`config.mk`:
```
export PLATFORM = sky130hd
export DESIGN_NAME = db_req_arbiter
export DESIGN_NICKNAME = d
export VERILOG_FILES = /design/src/rtl/db_req_arbiter.sv
export SDC_FILE = /design/constraint.sdc
export NUM_CORES = 1
export LEC_CHECK = 0
export CORE_MARGIN = 1
export CORE_UTILIZATION = 39
export DETAILED_ROUTE_END_ITERATION = 7
export GPL_ROUTABILITY_DRIVEN = 1
export HOLD_SLACK_MARGIN = 0.1
export PLACE_DENSITY = 0.66
export SLEW_MARGIN = 20
export SYNTH_ARGS = -nofsm -noshare
export SYNTH_HDL_FRONTEND = slang
export SYNTH_SLANG_ARGS = --single-unit
```
`constraint.sdc`:
```
create_clock -name clk156 -period 7.6 [get_ports clk156]
set_clock_uncertainty 0.1 [all_clocks]
set_input_delay 1.52 -clock clk156 [delete_from_list [all_inputs] [get_ports clk156]]
set_output_delay 1.52 -clock clk156 [all_outputs]
set_load 0.03 [all_outputs]
```
`src/rtl/db_req_arbiter.sv`:
```
// Shares one key-value DB lookup port between two fire-and-forget requesters.
// Per-port request FIFOs feed a round-robin output register; a tag queue routes in-order replies back.
module db_req_arbiter #(
    parameter int KEY_SIZE        = 96,
    parameter int FLAG_SIZE       = 4,
    parameter int REQ_DEPTH       = 4,
    parameter int MAX_OUTSTANDING = 8
) (
    input  logic                 clk156,
    input  logic                 eth_rst_n,
    input  logic [KEY_SIZE-1:0]  req0_key,
    input  logic [FLAG_SIZE-1:0] req0_flag,
    input  logic                 req0_valid,
    input  logic [KEY_SIZE-1:0]  req1_key,
    input  logic [FLAG_SIZE-1:0] req1_flag,
    input  logic                 req1_valid,
    output logic                 rsp0_valid,
    output logic [FLAG_SIZE-1:0] rsp0_flag,
    output logic                 rsp1_valid,
    output logic [FLAG_SIZE-1:0] rsp1_flag,
    output logic [KEY_SIZE-1:0]  db_key,
    output logic [FLAG_SIZE-1:0] db_flag,
    output logic                 db_valid,
    input  logic                 db_ready,
    input  logic                 db_rsp_valid,
    input  logic [FLAG_SIZE-1:0] db_rsp_flag,
    output logic [7:0]           drop0_cnt,
    output logic [7:0]           drop1_cnt,
    output logic                 err_unexp
);
    localparam int ENTRY_W = KEY_SIZE + FLAG_SIZE;
    localparam int PTR_W   = $clog2(REQ_DEPTH);
    localparam int TAG_W   = $clog2(MAX_OUTSTANDING);
    localparam int OUT_W   = TAG_W + 1;
    localparam logic [PTR_W:0]   PTR_ONE = (PTR_W+1)'(1);
    localparam logic [TAG_W-1:0] TAG_ONE = TAG_W'(1);
    localparam logic [OUT_W-1:0] OUT_ONE = OUT_W'(1);
    localparam logic [OUT_W-1:0] OUT_MAX = OUT_W'(MAX_OUTSTANDING);

    logic [ENTRY_W-1:0]   fifo_mem [2][REQ_DEPTH];
    logic [PTR_W:0]       wr_ptr [2];
    logic [PTR_W:0]       rd_ptr [2];
    logic [ENTRY_W-1:0]   req_entry [2];
    logic [7:0]           drop_cnt [2];
    logic [FLAG_SIZE-1:0] rsp_flag [2];
    logic [1:0]           req_valid, fifo_empty, fifo_full, pop, push_ok, drop, rsp_valid;
    logic                 grant, last_grant, load_en, rsp_accept;
    logic [ENTRY_W-1:0]   head_entry;
    logic                 tag_mem [MAX_OUTSTANDING];
    logic [TAG_W-1:0]     tag_wr, tag_rd;
    logic [OUT_W-1:0]     outstanding;

    assign req_valid    = {req1_valid, req0_valid};
    assign req_entry[0] = {req0_key, req0_flag};
    assign req_entry[1] = {req1_key, req1_flag};

    always_comb begin
        for (int i = 0; i < 2; i++) begin
            fifo_empty[i] = (wr_ptr[i] == rd_ptr[i]);
            fifo_full[i]  = (wr_ptr[i][PTR_W] != rd_ptr[i][PTR_W]) &&
                            (wr_ptr[i][PTR_W-1:0] == rd_ptr[i][PTR_W-1:0]);
        end
    end

    // Under contention the port that did not win the previous load goes next.
    always_comb begin
        if (fifo_empty[0])      grant = 1'b1;
        else if (fifo_empty[1]) grant = 1'b0;
        else                    grant = ~last_grant;
    end

    // DB handshake: a request transfers on a clk156 edge where db_valid && db_ready;
    // while db_valid=1 and db_ready=0 the register holds db_key/db_flag stable.
    assign load_en    = (!db_valid || db_ready) && !(&fifo_empty) && (outstanding < OUT_MAX);
    assign pop        = load_en ? (grant ? 2'b10 : 2'b01) : 2'b00;
    assign push_ok    = req_valid & (~fifo_full | pop);
    assign drop       = req_valid & fifo_full & ~pop;
    assign rsp_accept = db_rsp_valid && (outstanding != '0);
    assign head_entry = fifo_mem[grant][rd_ptr[grant][PTR_W-1:0]];

    // Storage arrays carry no reset; the pointers define what is valid.
    always_ff @(posedge clk156) begin
        for (int i = 0; i < 2; i++) begin
            if (push_ok[i]) fifo_mem[i][wr_ptr[i][PTR_W-1:0]] <= req_entry[i];
        end
        if (load_en) tag_mem[tag_wr] <= grant;
    end

    always_ff @(posedge clk156) begin
        if (!eth_rst_n) begin
            for (int i = 0; i < 2; i++) begin
                wr_ptr[i]   <= '0;
                rd_ptr[i]   <= '0;
                drop_cnt[i] <= '0;
                rsp_flag[i] <= '0;
            end
            rsp_valid   <= '0;
            last_grant  <= 1'b1;
            tag_wr      <= '0;
            tag_rd      <= '0;
            outstanding <= '0;
            db_valid    <= 1'b0;
            db_key      <= '0;
            db_flag     <= '0;
            err_unexp   <= 1'b0;
        end else begin
            for (int i = 0; i < 2; i++) begin
                if (push_ok[i]) wr_ptr[i] <= wr_ptr[i] + PTR_ONE;
                if (pop[i])     rd_ptr[i] <= rd_ptr[i] + PTR_ONE;
                if (drop[i] && drop_cnt[i] != 8'hFF) drop_cnt[i] <= drop_cnt[i] + 8'd1;
            end

            if (load_en) begin
                {db_key, db_flag} <= head_entry;
                db_valid   <= 1'b1;
                last_grant <= grant;
                tag_wr     <= tag_wr + TAG_ONE;
            end else if (db_ready) begin
                db_valid <= 1'b0;
            end

            if (load_en && !rsp_accept)      outstanding <= outstanding + OUT_ONE;
            else if (!load_en && rsp_accept) outstanding <= outstanding - OUT_ONE;

            rsp_valid <= '0;
            if (rsp_accept) begin
                rsp_valid[tag_mem[tag_rd]] <= 1'b1;
                rsp_flag[tag_mem[tag_rd]]  <= db_rsp_flag;
                tag_rd <= tag_rd + TAG_ONE;
            end
            if (db_rsp_valid && outstanding == '0) err_unexp <= 1'b1;
        end
    end

    assign rsp0_valid = rsp_valid[0];
    assign rsp1_valid = rsp_valid[1];
    assign rsp0_flag  = rsp_flag[0];
    assign rsp1_flag  = rsp_flag[1];
    assign drop0_cnt  = drop_cnt[0];
    assign drop1_cnt  = drop_cnt[1];

endmodule
```
# Word-level counts from Yosys, hierarchy flattened
# Memory sizes are Yosys's and may differ from the RTL's. A register that Yosys moved wholly into a read port is not among the register bits.
# Cells that the tools add are included.
word_totals:
  regBits: 115
  wordCells: 136
  out_inout_bits: 128
  ram_bits: 844
  memories: 6
classes:
  n_eq_ne: 8
  order_cmp: 8
  reduce_logical: 25
  mux: 54
  bitwise: 16
  add_sub_neg: 10
memory_table:
  columns: ["memory", "depth", "width", "read_ports", "rd_clocked_by_memory_dff", "write_ports", "line_no", "text"]
  rows:
  - ["fifo_mem", 2, 400, 1, 0, 2, "40", "logic [ENTRY_W-1:0] fifo_mem [2][REQ_DEPTH];"]
  - ["drop_cnt", 2, 8, 2, 0, 2, "44", "logic [7:0] drop_cnt [2];"]
  - ["rsp_flag", 2, 4, 2, 0, 2, "45", "logic [FLAG_SIZE-1:0] rsp_flag [2];"]
  - ["tag_mem", 8, 1, 1, 1, 1, "49", "logic tag_mem [MAX_OUTSTANDING];"]
  - ["rd_ptr", 2, 3, 3, 0, 2, "42", "logic [PTR_W:0] rd_ptr [2];"]
  - ["wr_ptr", 2, 3, 2, 0, 2, "41", "logic [PTR_W:0] wr_ptr [2];"]
ops:
  columns: ["op", "count"]
  rows:
  - ["400-bit two-way mux", 2]
  - ["100-bit demux with 2-bit select", 2]
  - ["100-bit two-way mux", 4]
  - ["100-bit binary-select mux with 2-bit select", 1]
  - ["1-bit two-way mux", 31]
  - ["3-bit by 1-bit adder with 3-bit output (second input constant)", 6]
  - ["3-bit two-way mux", 6]
  - ["8-bit by 1-bit adder with 8-bit output (second input constant)", 2]
  - ["8-bit two-way mux", 2]
  - ["8-bit != test (second input constant)", 2]
  - ["1-bit logical AND", 13]
  - ["4-bit two-way mux", 3]
  - ["3-bit greater-or-equal comparator (second input constant)", 3]
  - ["2-bit inverter with 3-bit output", 3]
  - ["2-bit AND", 3]
  - ["3-bit == test", 2]
  - ["3-bit by 1-bit < comparator with 1-bit output (second input constant)", 2]
  - ["1-bit OR", 6]
  - ["4-bit by 1-bit adder with 4-bit output (second input constant)", 1]
  - ["2-bit == test", 2]
  - ["1-bit zero test", 4]
  - ["4-bit zero test", 1]
  - ["4-bit < comparator (second input constant)", 1]
  - ["2-bit two-way mux", 2]
  - ["13 further kinds", 17]

# Depth between registers and ports, before layout
depth:
  ltp_word: 13
  depth_mapped: 14

# Worst setup path after synthesis
# No wires, ideal clock.
synth_path:
  path_type: "input -> register"
  from: "input port db_ready"
  to: "memory fifo_mem[1][0] in the netlist's numbering, enable pin"
  setup_time_ns: 0.471
  slack_ns: 2.228
  stages: 5
  arrival_ns: 4.801
  required_time_ns: 7.029
  cell_sequence: "nor2b_1 or2_2 clkbuf_1 o2111ai_1 and3_1"
synth_rtl:
  columns: ["element", "line_no", "text"]
  rows:
  - ["start, declared", "24", "input logic db_ready,"]
  - ["end, declared", "40", null]

==> results.md <==
- Outcome: finished, final reports clean
- CP Max Fanout: 37
- Power density cells: 372 nW/um^2
- R2r startpoint: wr_ptr[0][0]
- Largest cells by area after synthesis: edfxtp_1, mux4_2, dfxtp_1, nand2_1, a22oi_1
- Final core utilization: 0.484
- First-pass GRT wire length: between 100,000 and 150,000 microns
- Initial antenna violation count: 14
- Fraction of the mapped netlist area in simple logic gates: 0.0377
- Synth cell types: a little over 40
- CP endpoint kind: flop
- Syn Inst Count: between 1,500 and 2,000
- Unrepaired setup endpoints after global routing: false
- Area growth syn-to-layout: 22.8%
- Bufs on Longest Clock Path: 3
- Main combinational cell family by area after synthesis: multiplexers
- FFs w/ async S/R, synth: 0
- Element type at the critical path start: primary input
- Net Sw Frac: 0.298
- DRT antenna net count: 0
- Design Power: approximately 16 mW
- Mapped Nets: between 1,500 and 2,000
- # nets final: 2,361
- Remaining Overflow, GRT: 0
- Total number of vias: around 18,000
- Top achievable clock speed: 236 MHz
- Least-Margin Pin Slew: approximately 1.1 ns
- Synth Register Bits: approximately 960
- Top cell type's share of synthesized area: 0.715
- Clk pwr share: 0.297
- Total negative slack: 0 ns
- DR iter-0 viols: between 1,000 and 1,500
- Synth warn: 0
- Clock insertion delay at the later pin of the skew report: about 0.67 ns
- Hold Path Cell Cnt: 2
- Most frequent cell after synthesis: edfxtp_1
- WL met1: around 34,000 microns
- Fin. max-slew vios: 0
- Layout cells sized above 1: 0.178
- MaxCap Viol Count: 0
- CTS tree: done
- CTS Sinks: approximately 960
- CTS clk-pin slew, worst paths: about 0.06 ns
- Die area: just over 90,000 sq um
- Hold Path Origin: db_key[47]
- Input/output buffers: around 340
- Die Ht: 304 microns
- I/O pin count: ~340
- Lkg Pwr: about 14 nW
- VDD IR max: approximately 0.29 mV
- Compound-Gate Fraction of Synth Area: 0.0265
- Minimum clock period: 4.23 ns
- Avg Cell Area, Syn: between 20 and 25 sq um
- Setup Viol. Count Final: 0
- Drt pass-1 iters: 5
- CTS Buf Count: 98
- Mapped Area: around 35,000 sq um
- Htree depth: 3
- Crit Path Category: in -> reg
- Gpl congestion: 0.760
- Largest net degree at the start of global routing: about 100
- DIE WIDTH: 304 microns
- Core ar.: ~90,000 sq um
- Met2 WL post-DR: about 42,000 microns
- Final hold violation count: 0
- Worst Reg-to-Reg Cells: 5
- Cell-internal power: about 11 mW
- GRT Util Overall: 0.180
- Initial Util: 0.394
- Row cnt: 110
- Adder-Cell Fraction of Synth Area: 0.00656
- Min-delay worst type: reg -> reg
- Via-to-Cell Ratio: roughly 5.2
- Routed met3 length: between 5000 and 6000 microns
- Comb pwr share: 0.269
- Xor and xnor fraction of the mapped netlist area: 0.00716
- DRC: 0
- Hold-fix buffers, CTS: 0
- WHS Endpoint: db_key[47]
- Most used DFF post-synth: edfxtp_1
- CTS-repair resized insts: 0
- Flop2flop setup slack: around 4.0 ns
- Yosys top cell by area: edfxtp_1
- Hold_ws: 0.333 ns
- Detail Placement HPWL: ~51,000 microns
- Post-CTS Setup Repair Bufs: 0
- Post-DR wirelength/cell: between 20 and 25 microns
- Critical R2R Capture: fifo_mem[1][232]
- Sequential element share of the synthesized area: 0.781
- Wirelength, routed: between 80,000 and 90,000 microns
- Crit share post-route: 0.557
- Seq pwr share: 0.434
- Crit path arrival time: ~4.4 ns
- Net Sw Power: 4.82 mW
- Commonest cells post-synth: edfxtp_1, nand2_1, mux4_2, dfxtp_1, a22oi_1
- Via count of the first global-routing pass: around 18,000
- Worst EP required: roughly 7.8 ns
- Slew HR: 0.281
- Clk root buf: clkbuf_16
- Max layer used: met5
- Post-synth EDFFs: ~840
- Post-synthesis mux area share: 0.129
-- critical path: stages --
cell and delay, ns:
clkdlybuf4s50_1 0.46, nor2b_1 0.07, or2_2 0.37, o2111ai_1 0.65, and3_4 0.72, buf_4 0.57
-- sequential cells by signal, summed over array words and instances, names as in the netlist, 2 cells and up, named ones only --
register	cells
rsp_valid	2
tag_wr	3
wr_ptr	6
tag_rd	3
drop_cnt	16
db_flag	4
db_key	96
outstanding	4
rd_ptr	6
rsp_flag	8
fifo_mem	800
tag_mem	8
-- cells in the final DEF (no fill, tap or decap), types with 3 or more instances in the layout --
cell type / synthesis / final
and3_4: 0 / 8
inv_1: 12 / 12
clkbuf_1: 50 / 31
nor2b_1: 8 / 8
xnor2_1: 19 / 19
nand2_1: 222 / 222
clkbuf_8: 0 / 8
and3_1: 12 / 4
nand3_1: 8 / 8
nor3_1: 5 / 3
diode_2: 0 / 5
mux4_2: 202 / 202
buf_12: 0 / 3
bufinv_16: 0 / 9
and2_1: 14 / 14
nor2_1: 30 / 30
a22oi_1: 101 / 101
inv_6: 0 / 5
clkbuf_16: 0 / 98
xor2_1: 10 / 10
a21boi_0: 3 / 3
clkinv_4: 0 / 9
a21o_1: 3 / 3
o21ai_0: 6 / 5
buf_4: 0 / 26
ha_1: 17 / 17
edfxtp_1: 844 / 844
clkinv_1: 0 / 6
clkdlybuf4s50_1: 0 / 337
mux2i_1: 3 / 3
nor3b_1: 5 / 5
clkinv_2: 0 / 12
dfxtp_1: 118 / 118
-- logic make-up (layout without fill, tap and decap cells) --
group / after synthesis / after routing
AOI/OAI and AO/OA: 126 / 126
xor gates and xnor gates: 29 / 29
adders and majority gates: 18 / 18
buffers and inverters: 98 / 563
DFF: 962 / 962
muxes: 205 / 205
other: 0 / 5
and+or+nand+nor: 315 / 315
-- how the worst max path moves through the flow --
stage | startpoint | to | slack, ns
after detailed placement | db_ready | fifo_mem[1][244] | 2.67
after floorplan | db_ready | fifo_mem[1][0] | 2.23
after CTS | db_ready | fifo_mem[1][374] | 3.36
after global routing | db_ready | fifo_mem[1][369] | 3.21
final | db_ready | fifo_mem[1][232] | 3.37
after global placement | db_ready | fifo_mem[1][376] | 2.72
-- metal layers --
metal  vias to the layer above  GRT usage
met5                         -          0
met4                        22     0.0533
met3                       118     0.0391
met2                       528      0.298
met1                      9134      0.238
li1                       7828          -
-- power by group through the flow --
stage                     Sequential (mW)  Combinational (mW)  Clock (mW)
after floorplan                      7.49                2.52           0
after global placement               7.09                4.41           0
after detailed placement             7.14                4.45           0
after CTS                            7.04                4.47        4.94
after global routing                 7.10                4.69        5.14
final                                7.03                4.36        4.81
-- stage by stage --
stage | setup slack (ns) | cells | cell area, sq um
after floorplan | 2.23 | 1753 | 35500
after global placement | 2.72 | 3209 | 40300
after detailed placement | 2.67 | 3209 | 40300
after CTS | 3.36 | 3394 | 43500
after global routing | 3.21 | 3396 | 43500
final | 3.37 | 3399 | 43500
-- layout make-up --
| cell class | instances | area [sq um] |
|---|---|---|
| sequential | 962 | 27700 |
| inverter | 12 | 45.0 |
| antenna | 5 | 12.5 |
| timing repair buffer | 366 | 3630 |
| clock buffer | 137 | 2680 |
| multi-input combinational | 693 | 7410 |
| clock inverter | 48 | 593 |
| tap | 1176 | 1470 |
| fill | 7336 | 46500 |
Power figures use the tool's default switching activity.
